### config.mk
export PLATFORM = sky130hd
export DESIGN_NAME = axi_lite_master_engine
export DESIGN_NICKNAME = d
export VERILOG_FILES = /design/src/rtl/axi_lite_pkg.sv /design/src/rtl/axi_id_fifo.sv /design/src/rtl/axi_lite_master_engine.sv
export SDC_FILE = /design/constraint.sdc
export NUM_CORES = 1
export LEC_CHECK = 0
export CORE_AREA = 4 4 88 173
export CTS_CLUSTER_DIAMETER = 30
export DETAILED_ROUTE_END_ITERATION = 8
export DIE_AREA = 0 0 92 177
export MAX_ROUTING_LAYER = met4
export PLACE_DENSITY = 0.86
export SLEW_MARGIN = 20
export SYNTH_ARGS = -nofsm -noshare
export SYNTH_HDL_FRONTEND = slang
export SYNTH_SLANG_ARGS = --single-unit
### constraint.sdc
create_clock -name clk -period 3.5 [get_ports clk]
set_input_delay 0.875 -clock clk [delete_from_list [all_inputs] [get_ports clk]]
set_output_delay 0.875 -clock clk [all_outputs]
set_load 0.05 [all_outputs]
### src/rtl/axi_lite_pkg.sv
// rtl/axi_lite_pkg.sv - shared widths, typedefs and helpers for the AXI-lite master engine
//
// Purpose: default widths and limits, address/data/id typedefs, the
// completion record layout, and a counter-width helper.
// Ports: none (package).
package axi_lite_pkg;

  localparam int AXI_ADDR_W     = 32;
  localparam int AXI_DATA_W     = 32;
  localparam int AXI_ID_W       = 2;
  localparam int AXI_MAX_RD_OUT = 4;
  localparam int AXI_MAX_WR_OUT = 4;

  typedef logic [AXI_ADDR_W-1:0] addr_t;
  typedef logic [AXI_DATA_W-1:0] data_t;
  typedef logic [AXI_ID_W-1:0]   id_t;

  // Completion record for the default configuration.
  typedef struct packed {
    logic  write;
    id_t   id;
    data_t data;
  } cpl_t;

  // Bits needed to hold the values 0..n inclusive.
  function automatic int cnt_w(input int n);
    return $clog2(n + 1);
  endfunction

endpackage

### src/rtl/axi_id_fifo.sv
// rtl/axi_id_fifo.sv - small synchronous FIFO holding write-ID tags
//
// Purpose: remembers the ID of every accepted write so the untagged B
// response can be reported with the ID of the oldest write in flight.
// Ports:
//   clk, rst            clock, synchronous active-high reset (empties FIFO)
//   push, push_data     write one entry (ignored when full)
//   pop                 drop the head entry (ignored when empty)
//   head_data           current head entry
//   full, empty         occupancy flags
module axi_id_fifo
  import axi_lite_pkg::*;
#(
  parameter int WIDTH = AXI_ID_W,
  parameter int DEPTH = AXI_MAX_WR_OUT
) (
  input  logic             clk,
  input  logic             rst,
  input  logic             push,
  input  logic [WIDTH-1:0] push_data,
  input  logic             pop,
  output logic [WIDTH-1:0] head_data,
  output logic             full,
  output logic             empty
);

  localparam int PW = (DEPTH > 1) ? $clog2(DEPTH) : 1;
  localparam int CW = cnt_w(DEPTH);

  logic [WIDTH-1:0] mem [DEPTH];
  logic [PW-1:0]    wr_ptr;
  logic [PW-1:0]    rd_ptr;
  logic [CW-1:0]    count;
  logic             do_push;
  logic             do_pop;

  assign full      = (count == CW'(DEPTH));
  assign empty     = (count == '0);
  assign do_push   = push & ~full;
  assign do_pop    = pop & ~empty;
  assign head_data = mem[rd_ptr];

  // Pointers wrap explicitly so DEPTH need not be a power of two.
  function automatic logic [PW-1:0] ptr_inc(input logic [PW-1:0] p);
    return (p == PW'(DEPTH - 1)) ? '0 : p + PW'(1);
  endfunction

  always_ff @(posedge clk) begin
    if (do_push) begin
      mem[wr_ptr] <= push_data;
    end
  end

  always_ff @(posedge clk) begin
    if (rst) begin
      wr_ptr <= '0;
      rd_ptr <= '0;
      count  <= '0;
    end else begin
      if (do_push) wr_ptr <= ptr_inc(wr_ptr);
      if (do_pop)  rd_ptr <= ptr_inc(rd_ptr);
      case ({do_push, do_pop})
        2'b10:   count <= count + CW'(1);
        2'b01:   count <= count - CW'(1);
        default: count <= count;
      endcase
    end
  end

endmodule

### src/rtl/axi_lite_master_engine.sv
// rtl/axi_lite_master_engine.sv - AXI-lite master turning a command stream into AR/AW/W traffic
//
// Purpose: accepts read/write commands, issues them on AXI-lite, tracks
// outstanding reads and writes, and merges R and B responses into one
// single-entry tagged completion stream.
// Optional: define AXI_LITE_MASTER_RID_CHECK_EN to add per-ID outstanding
// read counters; an R whose rid has nothing outstanding is then dropped.
// Ports:
//   clk, rst                                 clock, synchronous active-high reset
//   cmd_valid/cmd_ready/cmd_write/cmd_addr/cmd_data/cmd_id   command stream
//   araddr/arid/arvalid/arready              read address channel
//   awaddr/awvalid/awready                   write address channel
//   wdata/wvalid/wready                      write data channel
//   rdata/rid/rvalid/rready                  read data channel
//   bvalid/bready                            write response channel (no ID)
//   cpl_valid/cpl_ready/cpl_write/cpl_id/cpl_data  completion stream
//   err_unexpected                           sticky unexpected-response flag
module axi_lite_master_engine
  import axi_lite_pkg::*;
#(
  parameter int ADDR_W     = AXI_ADDR_W,
  parameter int DATA_W     = AXI_DATA_W,
  parameter int ID_W       = AXI_ID_W,
  parameter int MAX_RD_OUT = AXI_MAX_RD_OUT,
  parameter int MAX_WR_OUT = AXI_MAX_WR_OUT
) (
  input  logic              clk,
  input  logic              rst,
  input  logic              cmd_valid,
  output logic              cmd_ready,
  input  logic              cmd_write,
  input  logic [ADDR_W-1:0] cmd_addr,
  input  logic [DATA_W-1:0] cmd_data,
  input  logic [ID_W-1:0]   cmd_id,
  output logic [ADDR_W-1:0] araddr,
  output logic [ID_W-1:0]   arid,
  output logic              arvalid,
  input  logic              arready,
  output logic [ADDR_W-1:0] awaddr,
  output logic              awvalid,
  input  logic              awready,
  output logic [DATA_W-1:0] wdata,
  output logic              wvalid,
  input  logic              wready,
  input  logic [DATA_W-1:0] rdata,
  input  logic [ID_W-1:0]   rid,
  input  logic              rvalid,
  output logic              rready,
  input  logic              bvalid,
  output logic              bready,
  output logic              cpl_valid,
  input  logic              cpl_ready,
  output logic              cpl_write,
  output logic [ID_W-1:0]   cpl_id,
  output logic [DATA_W-1:0] cpl_data,
  output logic              err_unexpected
);

  localparam int RCW = cnt_w(MAX_RD_OUT);
  localparam int WCW = cnt_w(MAX_WR_OUT);

  logic [RCW-1:0]  rd_cnt;
  logic [WCW-1:0]  wr_cnt;
  logic [ID_W-1:0] wid_head;
  logic            wid_full;
  logic            wid_empty;

  logic acc_rd, acc_wr;
  logic ar_hs, aw_hs, w_hs;
  logic cpl_free;
  logic r_hs, b_hs;
  logic rid_ok;
  logic r_ok, r_bad;
  logic b_ok, b_bad;

  // cmd_ready looks only at registered state, so a new command is taken
  // only once the previous one has fully left the address/data channels.
  assign cmd_ready = ~arvalid & ~awvalid & ~wvalid &
                     (rd_cnt < RCW'(MAX_RD_OUT)) &
                     (wr_cnt < WCW'(MAX_WR_OUT)) & ~wid_full;

  assign acc_rd = cmd_valid & cmd_ready & ~cmd_write;
  assign acc_wr = cmd_valid & cmd_ready &  cmd_write;
  assign ar_hs  = arvalid & arready;
  assign aw_hs  = awvalid & awready;
  assign w_hs   = wvalid & wready;

  // R wins over B whenever both are pending.
  assign cpl_free = ~cpl_valid | cpl_ready;
  assign rready   = cpl_free;
  assign bready   = cpl_free & ~rvalid;
  assign r_hs     = rvalid & rready;
  assign b_hs     = bvalid & bready;

`ifdef AXI_LITE_MASTER_RID_CHECK_EN
  localparam int N_IDS = 2 ** ID_W;

  logic [RCW-1:0]   id_cnt [N_IDS];
  logic [N_IDS-1:0] id_inc;
  logic [N_IDS-1:0] id_dec;

  assign rid_ok = (id_cnt[rid] != '0);
  assign id_inc = ar_hs ? (N_IDS'(1) << arid) : '0;
  assign id_dec = r_ok  ? (N_IDS'(1) << rid)  : '0;

  always_ff @(posedge clk) begin
    for (int i = 0; i < N_IDS; i++) begin
      if (rst) begin
        id_cnt[i] <= '0;
      end else begin
        case ({id_inc[i], id_dec[i]})
          2'b10:   id_cnt[i] <= id_cnt[i] + RCW'(1);
          2'b01:   id_cnt[i] <= id_cnt[i] - RCW'(1);
          default: id_cnt[i] <= id_cnt[i];
        endcase
      end
    end
  end
`else
  assign rid_ok = 1'b1;
`endif

  // Unexpected responses are still consumed so the slave cannot stall.
  assign r_ok  = r_hs & (rd_cnt != '0) & rid_ok;
  assign r_bad = r_hs & ~r_ok;
  assign b_ok  = b_hs & (wr_cnt != '0) & ~wid_empty;
  assign b_bad = b_hs & ~b_ok;

  axi_id_fifo #(
    .WIDTH (ID_W),
    .DEPTH (MAX_WR_OUT)
  ) u_wid_fifo (
    .clk       (clk),
    .rst       (rst),
    .push      (acc_wr),
    .push_data (cmd_id),
    .pop       (b_ok),
    .head_data (wid_head),
    .full      (wid_full),
    .empty     (wid_empty)
  );

  always_ff @(posedge clk) begin
    if (rst) begin
      arvalid        <= 1'b0;
      araddr         <= '0;
      arid           <= '0;
      awvalid        <= 1'b0;
      awaddr         <= '0;
      wvalid         <= 1'b0;
      wdata          <= '0;
      rd_cnt         <= '0;
      wr_cnt         <= '0;
      cpl_valid      <= 1'b0;
      cpl_write      <= 1'b0;
      cpl_id         <= '0;
      cpl_data       <= '0;
      err_unexpected <= 1'b0;
    end else begin
      if (acc_rd) begin
        arvalid <= 1'b1;
        araddr  <= cmd_addr;
        arid    <= cmd_id;
      end else if (ar_hs) begin
        arvalid <= 1'b0;
      end

      // AW and W retire independently, in either order.
      if (acc_wr) begin
        awvalid <= 1'b1;
        awaddr  <= cmd_addr;
      end else if (aw_hs) begin
        awvalid <= 1'b0;
      end

      if (acc_wr) begin
        wvalid <= 1'b1;
        wdata  <= cmd_data;
      end else if (w_hs) begin
        wvalid <= 1'b0;
      end

      case ({acc_rd, r_ok})
        2'b10:   rd_cnt <= rd_cnt + RCW'(1);
        2'b01:   rd_cnt <= rd_cnt - RCW'(1);
        default: rd_cnt <= rd_cnt;
      endcase

      case ({acc_wr, b_ok})
        2'b10:   wr_cnt <= wr_cnt + WCW'(1);
        2'b01:   wr_cnt <= wr_cnt - WCW'(1);
        default: wr_cnt <= wr_cnt;
      endcase

      if (r_ok) begin
        cpl_valid <= 1'b1;
        cpl_write <= 1'b0;
        cpl_id    <= rid;
        cpl_data  <= rdata;
      end else if (b_ok) begin
        cpl_valid <= 1'b1;
        cpl_write <= 1'b1;
        cpl_id    <= wid_head;
        cpl_data  <= '0;
      end else if (cpl_ready) begin
        cpl_valid <= 1'b0;
      end

      if (r_bad | b_bad) begin
        err_unexpected <= 1'b1;
      end
    end
  end

endmodule

==> metrics.txt <==
count of state elements after synthesis=roughly 160; post-place instance area=~8400 µm²; CTS Sinks=approximately 160; nature of the critical path startpoint=register; Port Buffers=between 200 and 300; Syn. warnings=0; Final Hold Violating Endpoints=0; vertical extent of the die=between 150 and 200 µm; total global-route track usage=between 20% and 30%; clock tree from TritonCTS=built; total number of H-tree levels=4; Clock power frac=approximately a third; transition time of the tightest slew-check pin=~0.9 ns; number of flops mapped to enable cells by yosys=8; cell at the root of the clock tree=clkbuf_16; setup clock skew after layout=around 0.011 ns; gr ovfl total=0; DR vias=about 5.4k; number of search-and-repair iterations in the first detailed-routing pass=4; number of buffers created by CTS=17; Initial Utilization=between 40% and 50%; Core Footprint=13,890 µm²; number of global-route vias before repair=5,295; final routed wire length divided by cell count=roughly 16 µm; worst min-delay path class=reg -> reg; detail-routed via count per cell=~5; later-pin clock latency in the skew report=~0.42 ns; sequence of cells on the critical path=or4_1 -> nor3_1 -> buf_4; run status=finished, final reports clean; Max Clk Rate=approximately 330 MHz; remaining antenna violation count after routing=0; Slowest cell on crit path=or4_1; detailed-route DRC error count=0; Critical Path AT=about 2.2 ns; endpoint required time on the critical path=between 2 and 3 ns; Top-Level Pins=around 250; fin crit share=between 80% and 90%; global routing usage on met3=approximately 5.6%; share of synthesized area occupied by flip-flops and latches=a little under three fifths; Die ar.=roughly 16,000 µm²; final setup vio count=0; Min Hold Slack=0.4466 ns; leakage=3.255 nW; final instance area=approximately 9000 µm²; largest net degree at the start of global routing=74; Routed Wire Length=between 15,000 and 20,000 µm; met2 Resource Use GR=roughly two fifths; std cell rows=a little over 60; count of antenna diodes in the layout=0; CP peak stage delay=~0.69 ns; share of total power in combinational logic=between 30% and 40%; Post CTS Setup Buffer Count=0; worst relative slew slack=39.98%; reported max-cap violation count=0; Clk pin slew, worst setup/hold paths=roughly 0.060 ns; post-CTS sizing=0; power density of the placed cells=roughly 640 nW/µm²; relative contribution of sequential cells to total power=between 30% and 40%; cell internal pwr=about 3.7 mW; share of final-layout standard cells stronger than drive strength 1=between 6 and 7%; final-layout setup total negative slack=0 ns; synthesized area per cell=roughly 8.9 µm²; net switching power figure=about 2 mW; syn nets=766; Filler cells=roughly 1.1k; kind of critical path=reg -> out; crit path capture type=output pin; number of nets in the final layout=1,004; hold_buf cts=0; Post-DP HPWL=12,610 µm; maximum fanout along the worst path=6; Starting DRT DRC Count=~220; number of instances in the synthesized netlist=about 650; Tmin final=a little over 3 ns; global placement routability congestion=0.8271; number of distinct library cell variants in the gate-level netlist after synthesis=32; first-pass GRT wire length=about 27,000 µm; Horiz. Die Dim=between 90 and 100 µm; unrepaired setup endpoints after global routing=false; relative area change from synthesis to final layout=56.98%; met1 Use GR=between 20 and 25%; highest-utilization routing layer at the global route stage=met2; share of synthesized registers carrying an async set or reset=0%; Switching Fraction=35.00%; commonest register cell after synthesis=dfxtp_1; pins over their slew limit=0; maximum buffer depth of the clock tree=2; VDD IR-drop max=between 0.0003 and 0.0004 V; antenna violations before repair=0; cell area after synthesis=approximately 5800 µm²
## metal layers
layer,routed length (µm),share of wire [%]
met1,6310,36
met2,9683,55
met3,1200,6.8
met4,440,2.5
met5,0,0
## power by group through the flow
stage / clock, mW / combinational [mW] / sequential, mW
after floorplan: 0 / 0.482 / 2.78
after global placement: 0 / 1.71 / 2.18
after detailed placement: 0 / 1.74 / 2.19
after CTS: 1.92 / 1.75 / 2.15
after global routing: 2.01 / 1.83 / 2.18
final: 1.87 / 1.74 / 2.15
## flip-flops by register name, indices dropped and copies added (netlist names), 2 cells and up, named ones only
signal	flops
u_wid_fifo.mem	8
awaddr	32
cpl_id	2
wdata	32
u_wid_fifo.rd_ptr	2
arid	2
wr_cnt	3
cpl_data	32
rd_cnt	3
araddr	32
u_wid_fifo.wr_ptr	2
u_wid_fifo.count	3
## cell type report
class	instances	area (µm²)	share of cell area (%)
Tap cell	189	236.5	2.616
Timing Repair Buffer	262	2595	28.71
Inverter	16	60.06	0.6645
Clock buffer	18	429.2	4.748
Multi-Input combinational cell	425	2245	24.83
Sequential cell	161	3303	36.54
Clock inverter	14	170.2	1.883
## kinds of logic after synthesis
group                    Yosys count  synth area share [%]
flip-flops                       161                 57.37
multiplexers                       2                0.7822
adder cells (fa/ha/maj)           11                 2.782
XOR/XNOR                           6                0.9126
AND/OR/NAND/NOR                  247                 17.69
AO/OA/AOI/OAI                    159                 16.28
buffers and inverters             59                 4.194
## stage by stage
stage | util [%] | setup WS, ns | instances | power, mW
CTS | 65.07 | 0.4714 | 1085 | 5.817
detailed placement | 60.75 | 0.3043 | 1053 | 3.931
floorplan | - | 0.02998 | 645 | 3.267
finish | 65.07 | 0.4238 | 1085 | 5.759
global route | 65.07 | 0.4070 | 1085 | 6.008
global placement | 60.75 | 0.3862 | 1053 | 3.896
## Yosys cell counts (3+ instances only)
cell      count  area [µm²]
xor2_1        6       52.55
a21oi_1     113       565.5
fa_1          3       60.06
clkbuf_1     27       101.4
nand3_1       3       15.01
o21ai_0       7       35.03
ha_1          8       100.1
edfxtp_1      8       240.2
nor2_1       13       48.80
a22o_1       32       280.3
nor3_1        3       15.01
inv_1        16       60.06
nand2_1     203       762.0
or3_1         4       25.02
and2_1        4       25.02
nand2b_1      3       18.77
or4_1         3       22.52
dfxtp_1     153        3063
buf_2        16       80.08
## critical path: cells and delay by family, from the launching register on
family	cells	cell delay (ns)
AND/OR/NAND/NOR	2	1.17
flip-flops	1	0.33
buffers and inverters	1	0.30
## placed cells by master (no fill, tap or decap), types with 2 or more instances in the layout
master | Yosys | routed
a21oi_1 | 113 | 113
a22o_1 | 32 | 32
a311oi_1 | 2 | 2
a31oi_1 | 2 | 2
and2_1 | 4 | 4
buf_4 | 0 | 15
bufinv_16 | 0 | 2
clkbuf_16 | 0 | 17
clkdlybuf4s50_1 | 0 | 246
clkinv_4 | 0 | 3
dfxtp_1 | 153 | 153
edfxtp_1 | 8 | 8
fa_1 | 3 | 3
ha_1 | 8 | 8
inv_1 | 16 | 16
inv_6 | 0 | 3
inv_8 | 0 | 4
mux4_2 | 2 | 2
nand2_1 | 203 | 203
nand2b_1 | 3 | 3
nand3_1 | 3 | 3
nand3b_1 | 2 | 2
nor2_1 | 13 | 12
nor2b_1 | 2 | 2
nor3_1 | 3 | 3
nor3b_1 | 2 | 2
o21ai_0 | 7 | 7
or3_1 | 4 | 4
or4_1 | 3 | 2
xor2_1 | 6 | 6
## final timing paths
check	startpoint	to	slack (ns)	depth (start not counted)
min reg2reg	awaddr[15]	awaddr[15]	0.45	2
max	rd_cnt[2]	cmd_ready	0.42	3
max reg2reg	u_wid_fifo.count[2]	rd_cnt[2]	0.67	9
min	awaddr[15]	awaddr[15]	0.45	2
No activity file was read; power rests on OpenSTA's default activity.
